==> config.mk <==
export PLATFORM = sky130hd
export DESIGN_NAME = led_share_ctrl
export DESIGN_NICKNAME = d
export VERILOG_FILES = /design/src/rtl/led_share_pkg.sv /design/src/rtl/led_tick_gen.sv /design/src/rtl/led_share_ctrl.sv
export SDC_FILE = /design/constraint.sdc
export NUM_CORES = 1
export LEC_CHECK = 0
export ABC_AREA = 1
export ABC_CLOCK_PERIOD_IN_PS = 3500
export CORE_MARGIN = 2
export CORE_UTILIZATION = 30
export CTS_BUF_LIST = sky130_fd_sc_hd__clkbuf_8
export CTS_CLUSTER_DIAMETER = 120
export CTS_CLUSTER_SIZE = 14
export DETAILED_ROUTE_END_ITERATION = 12
export PLACE_DENSITY_LB_ADDON = 0.2
export SYNTH_ARGS = -nofsm -noshare
export SYNTH_HDL_FRONTEND = slang
export SYNTH_HIERARCHICAL = 1
export SYNTH_SLANG_ARGS = --single-unit
==> constraint.sdc <==
create_clock -name i_clk -period 3.5 [get_ports i_clk]
set_input_delay 0.35 -clock i_clk [delete_from_list [all_inputs] [get_ports i_clk]]
set_output_delay 0.35 -clock i_clk [all_outputs]
set_load 0.01 [all_outputs]
==> src/rtl/led_share_pkg.sv <==
// led_share_pkg: shared state encoding, width helper and default prescale for the LED sharing block
package led_share_pkg;

    typedef enum logic {IDLE, PLAY} state_t;

    localparam int DEF_TICK_DIV = 27_000_000 / 8;

    function automatic int cw(input int v);
        return (v > 1) ? $clog2(v) : 1;
    endfunction

endpackage

==> src/rtl/led_tick_gen.sv <==
// led_tick_gen: prescaler emitting a one-cycle tick when the count reaches TICK_DIV-1
module led_tick_gen
    import led_share_pkg::*;
#(
    parameter int TICK_DIV = DEF_TICK_DIV
) (
    input  logic clk,
    input  logic clr,
    input  logic en,
    output logic tick
);

    localparam int CW = cw(TICK_DIV);
    localparam logic [CW-1:0] LAST = CW'(TICK_DIV - 1);

    logic [CW-1:0] cnt;

    assign tick = en && cnt == LAST;

    // count while enabled, restart at each bit boundary, hold at zero when cleared
    always_ff @(posedge clk) begin
        if (clr)
            cnt <= '0;
        else if (en)
            cnt <= tick ? '0 : cnt + CW'(1);
    end

endmodule

==> src/rtl/led_share_ctrl.sv <==
// led_share_ctrl: fixed-priority LED arbiter and pattern player; LED_SHARE_PREEMPT_EN enables bit-boundary preemption
module led_share_ctrl
    import led_share_pkg::*;
#(
    parameter int N_REQ    = 3,
    parameter int PAT_W    = 8,
    parameter int TICK_DIV = DEF_TICK_DIV
) (
    input  logic                   i_clk,
    input  logic                   i_rst_n,
    input  logic [N_REQ-1:0]       i_req,
    input  logic [N_REQ*PAT_W-1:0] i_pat,
    output logic [N_REQ-1:0]       o_grant,
    output logic                   o_busy,
    output logic                   o_done,
    output logic                   o_abort,
    output logic                   o_LED_1
);

    localparam int BW = cw(PAT_W);

    state_t             state, state_n;
    logic [N_REQ-1:0]   win, grant_n;
    logic [PAT_W-1:0]   pat_q, pat_n, win_pat;
    logic [BW-1:0]      bit_idx, bit_n;
    logic               led_n, done_n, abort_n;
    logic               tick, held, last;

    led_tick_gen #(.TICK_DIV(TICK_DIV)) u_tick (
        .clk  (i_clk),
        .clr  (!i_rst_n || state == IDLE),
        .en   (state == PLAY),
        .tick (tick)
    );

    assign o_busy = state == PLAY;
    assign win    = i_req & (~i_req + N_REQ'(1));
    assign held   = |(i_req & o_grant);
    assign last   = bit_idx == BW'(PAT_W - 1);

    // pattern of the lowest-index active requester
    always_comb begin
        win_pat = '0;
        for (int n = N_REQ - 1; n >= 0; n--)
            if (i_req[n]) win_pat = i_pat[n*PAT_W +: PAT_W];
    end

    // next state and outputs; completion outranks preemption, which outranks a drop
    always_comb begin
        state_n = state;
        grant_n = o_grant;
        pat_n   = pat_q;
        bit_n   = bit_idx;
        led_n   = o_LED_1;
        done_n  = 1'b0;
        abort_n = 1'b0;
        if (state == IDLE) begin
            led_n = 1'b0;
            if (|i_req) begin
                state_n = PLAY;
                grant_n = win;
                pat_n   = win_pat;
                bit_n   = '0;
                led_n   = win_pat[0];
            end
        end else if (tick && last) begin
            state_n = IDLE;
            grant_n = '0;
            led_n   = 1'b0;
            done_n  = 1'b1;
        end
`ifdef LED_SHARE_PREEMPT_EN
        else if (tick && |(i_req & (o_grant - N_REQ'(1)))) begin
            grant_n = win;
            pat_n   = win_pat;
            bit_n   = '0;
            led_n   = win_pat[0];
            abort_n = 1'b1;
        end
`endif
        else if (!held) begin
            state_n = IDLE;
            grant_n = '0;
            led_n   = 1'b0;
            abort_n = 1'b1;
        end else if (tick) begin
            bit_n = bit_idx + BW'(1);
            led_n = pat_q[bit_n];
        end
    end

    // state and registered outputs with synchronous active-low reset
    always_ff @(posedge i_clk) begin
        if (!i_rst_n) begin
            state   <= IDLE;
            o_grant <= '0;
            pat_q   <= '0;
            bit_idx <= '0;
            o_LED_1 <= 1'b0;
            o_done  <= 1'b0;
            o_abort <= 1'b0;
        end else begin
            state   <= state_n;
            o_grant <= grant_n;
            pat_q   <= pat_n;
            bit_idx <= bit_n;
            o_LED_1 <= led_n;
            o_done  <= done_n;
            o_abort <= abort_n;
        end
    end

endmodule

==> metrics.cfg, run 1 <==
[clock_network]
htreeDepth=2
cts_tree=built
cts_sinks=40
clockBufferDepth=2
clockRootBuffer=clkbuf_8
clock_latency_ps=300
cts-buffers-inserted=5
post-cts-setup-buffer-count=0
clk_pin_slew_ps=90
cts_hold_repair.buffers=0
ctsResizeCount=0

[global_routing]
track_usage=0.1413
grt.overflow.total=0
antenna_found_initial=0
grt_max_degree=14
grt_pass1_vias=2115
grt_pass1_wl_um=9646

[synth]
yosysUniqueCellTypes=33
synth_common_cells=nand2_1 (81), nand3_1 (55), nor2_1 (42)
ys_seq_elements=40
avgSynthCellArea_um2=6.837
synthArstFlopShare=0
synth_nets=372
syn_inst=340
ys_seq_area_frac=0.3445
synth_most_common_cell=nand2_1
synth.area.top_cells=dfxtp_1 (34%), nand2_1 (13%), nand3_1 (12%), nor2_1 (6.8%), a21oi_1 (5.8%)
ys_warn_count=6
synth_top_area_cell=dfxtp_1
syn_area_um2=2325
synth_edf_count=0
synth_top_flop_cell=dfxtp_1
synth_top_area_share=0.3445

[sta]
finalCritPeriodShare=0.6587
hold_slack_ps=473.0
setup_viol=0
rsz0062_at_grt=false
max_slew_margin=0.5831
clock_skew_ps=12.97
drv_slew=0
fin_tns_setup_ps=0
period_needed_ps=2306
hold_violations=0
fmax_mhz=433.7
tightest_slew_ps=623.4

[drt]
drtIter0Drc=46
finalWirelength_um=5565
drt-pass1-iter-count=4
post_drt_via_cell_ratio=4.586
ant_nets=0
wire_per_inst_um=11.64
vias=2192
drc=0

[die]
die_y_um=92.03
die_area_um2=8470
die_x_um=92.03
ios=36
core-area_um2=7607
row_count=32
initial_core_util=0.3056

[flow_run]
drv_cap=0

[cells_and_area]
antenna_cells=0
syn_to_final_growth_pct=21.47
nets=408
drive_above_1_share=0.1197

[placement]
dpl.hpwl_um=4335
io_buffer_count=35
place_congestion=0.8102

[power]
ir_worst_vdd_mv=0.2413
power_density_nw_per_um2=336.1
leakagePower_nw=1.047
pwr-share-clk=0.322
p_int_uw=680.3
power_uw=949.0
swShare=0.2831
p_sw_uw=268.7
seqPwrFrac=0.509
p_comb_frac=0.169

[worst_setup_path]
setup.worst_path.start_class=flip-flop
critPathMaxFanout=11
worstSetupPathType=reg -> reg
arrival_ps=2540
end_kind=flip-flop
cp.required_ps=3740

[outcome]
status=finished clean

[hold_path]
holdCritPathClass=reg -> reg

## registers in the layout (all words and copies together), names as in the netlist
signal	count
o_abort	1
o_busy	1
o_grant	3
bit_idx	3
pat_q	8
o_done	1
u_tick/cnt	22
o_LED_1	1
## per-stage QoR
stage               worst slack, ps  utilization  cells  area, um2
floorplan                      1672            -    340       2325
global placement               1241       0.3605    471       2743
detailed placement             1165       0.3605    471       2743
CTS                            1170       0.3712    478       2824
global route                  888.2       0.3712    478       2824
finish                         1194       0.3712    478       2824
## cells in the final DEF (no fill, tap or decap), types with 3 or more instances in the layout
cell and instances:
dfxtp_1 40, nor2_1 42, nor2_4 4, clkdlybuf4s50_1 35, nor2_2 9, nand2_2 7, inv_1 27, clkbuf_8 5
nand3_1 55, xor2_1 5, inv_2 8, a21oi_1 27, xnor2_1 4, nand2_1 81, ha_1 3
## layer usage
layer | vias up | global-route usage | wire, um
li1 | 1171 | - | -
met1 | 998 | 0.1764 | 2697
met3 | 4 | 0.03451 | 135
met4 | 0 | 0.03731 | 52
met2 | 19 | 0.2433 | 2681
met5 | - | 0 | 0
## power by group through the flow
stage | registers (mW) | clock network [mW] | logic, mW
finish | 0.483 | 0.306 | 0.160
global route | 0.486 | 0.333 | 0.181
CTS | 0.483 | 0.316 | 0.162
detailed placement | 0.494 | 0 | 0.162
global placement | 0.494 | 0 | 0.161
floorplan | 0.496 | 0 | 0.0967
## final timing paths
| kind | from | end | slack [ps] | depth (start not counted) |
|---|---|---|---|---|
| setup / recovery | u_tick/cnt[0] | bit_idx[1] | 1190 | 15 |
| hold / removal | pat_q[7] | pat_q[7] | 470 | 2 |
| setup reg to reg | u_tick/cnt[0] | bit_idx[1] | 1190 | 15 |
| hold reg to reg | pat_q[7] | pat_q[7] | 470 | 2 |
## area by class of cell
cell class	count	area [um2]
fillers	832	4783
multi-input cells	257	1319
flip-flops and latches	40	800.8
repair buffers	36	357.8
inverters	36	137.6
well taps	102	127.6
clock buffers	5	68.82
clock inverters	2	12.51
## cells by family (layout without fill, tap and decap cells)
logic type                 after synthesis  in the layout  share of synthesized area
AOI/OAI and AO/OA                       34             34                    0.08019
xor gates and xnor gates                 9              9                    0.03391
adders and majority gates                3              3                    0.01615
buffers and inverters                   43             79                    0.08826
DFF                                     40             40                     0.3445
and+or+nand+nor                        211            211                     0.4370
## worst max-delay path: stages, from the launching register on
cell     delay [ps]
dfxtp_1         430
ha_1            290
nand2_1          80
inv_1            50
nand2_1          40
nor2_1           90
nand3_1         380
inv_2           160
nand2_1          80
inv_1            90
nor2_2           40
nand2_2         110
nand2_2         100
nand2_1          90
nand2_1          60
a21oi_1         140
Note: power is estimated with default switching activity, not from simulation.
==> inputs of run 2 (changes only) <==
- ABC_CLOCK_PERIOD_IN_PS: 3500 -> 1900
- clock period: 3.5 -> 1.9 ns (I/O delays scaled with it)
==> run 2 against run 1 <==
Final cell count up 2.9%. Combinational power increased by 96%. Via count up 2.2%. Worst hold slack got worse by 8.8 ps. Fmax up 34%. Setup slack worse by 1000 ps. Largest cell class unchanged.
==> metrics.cfg, run 2 (synthesis gave the netlist of run 1 again) <==
[outcome]
status=finished clean

[worst_setup_path]
setup.worst_path.start_class=flip-flop
r2r_setup_slack_ps=180
critPathMaxFanout=5
crit_path_start=u_tick/cnt[0]
cp.required_ps=2120
arrival_ps=1940
end_kind=flip-flop
worstSetupPathType=reg -> reg
r2r-start=u_tick/cnt[0]

[global_routing]
grt.busiest_layer=met2
grt_pass1_vias=2218
antenna_found_initial=0
grt_max_degree=14
grt.overflow.total=0
grt_pass1_wl_um=10210
track_usage=0.1488
use_met1=0.1937
use_met3=0.02712
grtUsageMet2=0.2488

[cells_and_area]
reg_top3=u_tick/cnt x22, pat_q x8
antenna_cells=0
largest_register_ffs=22
largest-register=u_tick/cnt
utilization=0.3859
drive_above_1_share=0.1590
instances_no_fill=492
syn_to_final_growth_pct=26.26
nets=422
post-route-cell-area_um2=2935
final_cell_mix=nand2_1 (81), nand3_1 (55), nor2_1 (42)
layout_commonest_cell=nand2_1

[sta]
fmax_mhz=581.0
hold_slack_ps=464.2
max_slew_margin=0.7410
finalCritPeriodShare=0.9059
drv_slew=0
hold_violations=0
fin_tns_setup_ps=0
setup_ws_ps=178.8
rsz0062_at_grt=false
tightest_slew_ps=388.1
clock_skew_ps=14.57
setup_viol=0
period_needed_ps=1721

[die]
ios=36
row_count=32
core-area_um2=7607
initial_core_util=0.3056
die_x_um=92.03
die_y_um=92.03
die_area_um2=8470

[placement]
dpl.hpwl_um=4509
io_buffer_count=35
dpl.cell_count=484
placed_cell_area_um2=2840
place_congestion=0.8025
place_ws_ps=184.4

[drt]
drc=0
vias=2241
ant_nets=0
finalWirelength_um=5692
drt-pass1-iter-count=4
drtIter0Drc=75
post_drt_via_cell_ratio=4.555
wire_per_inst_um=11.57

[clock_network]
htreeDepth=2
cts_sinks=40
clk_pin_slew_ps=80
cts_hold_repair.buffers=0
cts_tree=built
cts-buffers-inserted=5
clockRootBuffer=clkbuf_8
clock_latency_ps=290
clockBufferDepth=2

[flow_run]
drv_cap=0

[power]
leakagePower_nw=1.117
power_density_nw_per_um2=597.7
ir_worst_vdd_mv=0.2554
power_mw=1.754

[hold_path]
holdCritPathClass=reg -> reg
hp-start=pat_q[5]

-- run 2: cell types whose count changed in the layout (fill, tap and decap cells not counted), sizes merged --
cell / delta
buf: +14
-- run 2: cell type report --
type / instances / area, um2
Timing Repair Buffer: 50 / 462.9
Clock buffer: 5 / 68.82
Inverter: 36 / 137.6
Sequential cell: 40 / 803.3
Tap cell: 102 / 127.6
Multi-Input combinational cell: 257 / 1323
Clock inverter: 2 / 12.51
Fill cell: 843 / 4672
-- run 2: worst max-delay path, cell delays in order (launching register included) --
cell and delay [ps]:
dfxtp_2 340, ha_1 160, nand2_1 50, inv_1 50, nand2_1 40, nor2_1 130, nand3_1 120, inv_2 70
nand2_1 60, inv_1 80, nor2_2 40, nand2_2 110, nand2_2 90, nand2_1 80, nand2_1 70, a21oi_1 130
-- run 2: timing repair --
| item | 4_1_cts | 5_1_grt |
|---|---|---|
| endpoints found under the setup margin | 0 | 3 |
| resized for setup | 0 | 3 |
| buffers inserted | 0 | 1 |
-- run 2: power breakdown --
group	switching, mW	leakage, nW	internal (mW)
clock	0.302	0.0400	0.249
combinational	0.163	0.751	0.151
sequential	0.0212	0.326	0.868
-- run 2: layer usage --
layer	vias up	wire length (um)
met2	26	2655
met3	5	142
met4	0	67
li1	1192	-
met5	-	0
met1	1018	2826
-- run 2: worst paths after layout --
check,depth (start not counted),endpoint
setup / recovery,15,bit_idx[2]
hold / removal,2,pat_q[5]
hold reg to reg,2,pat_q[5]
setup reg to reg,15,bit_idx[2]
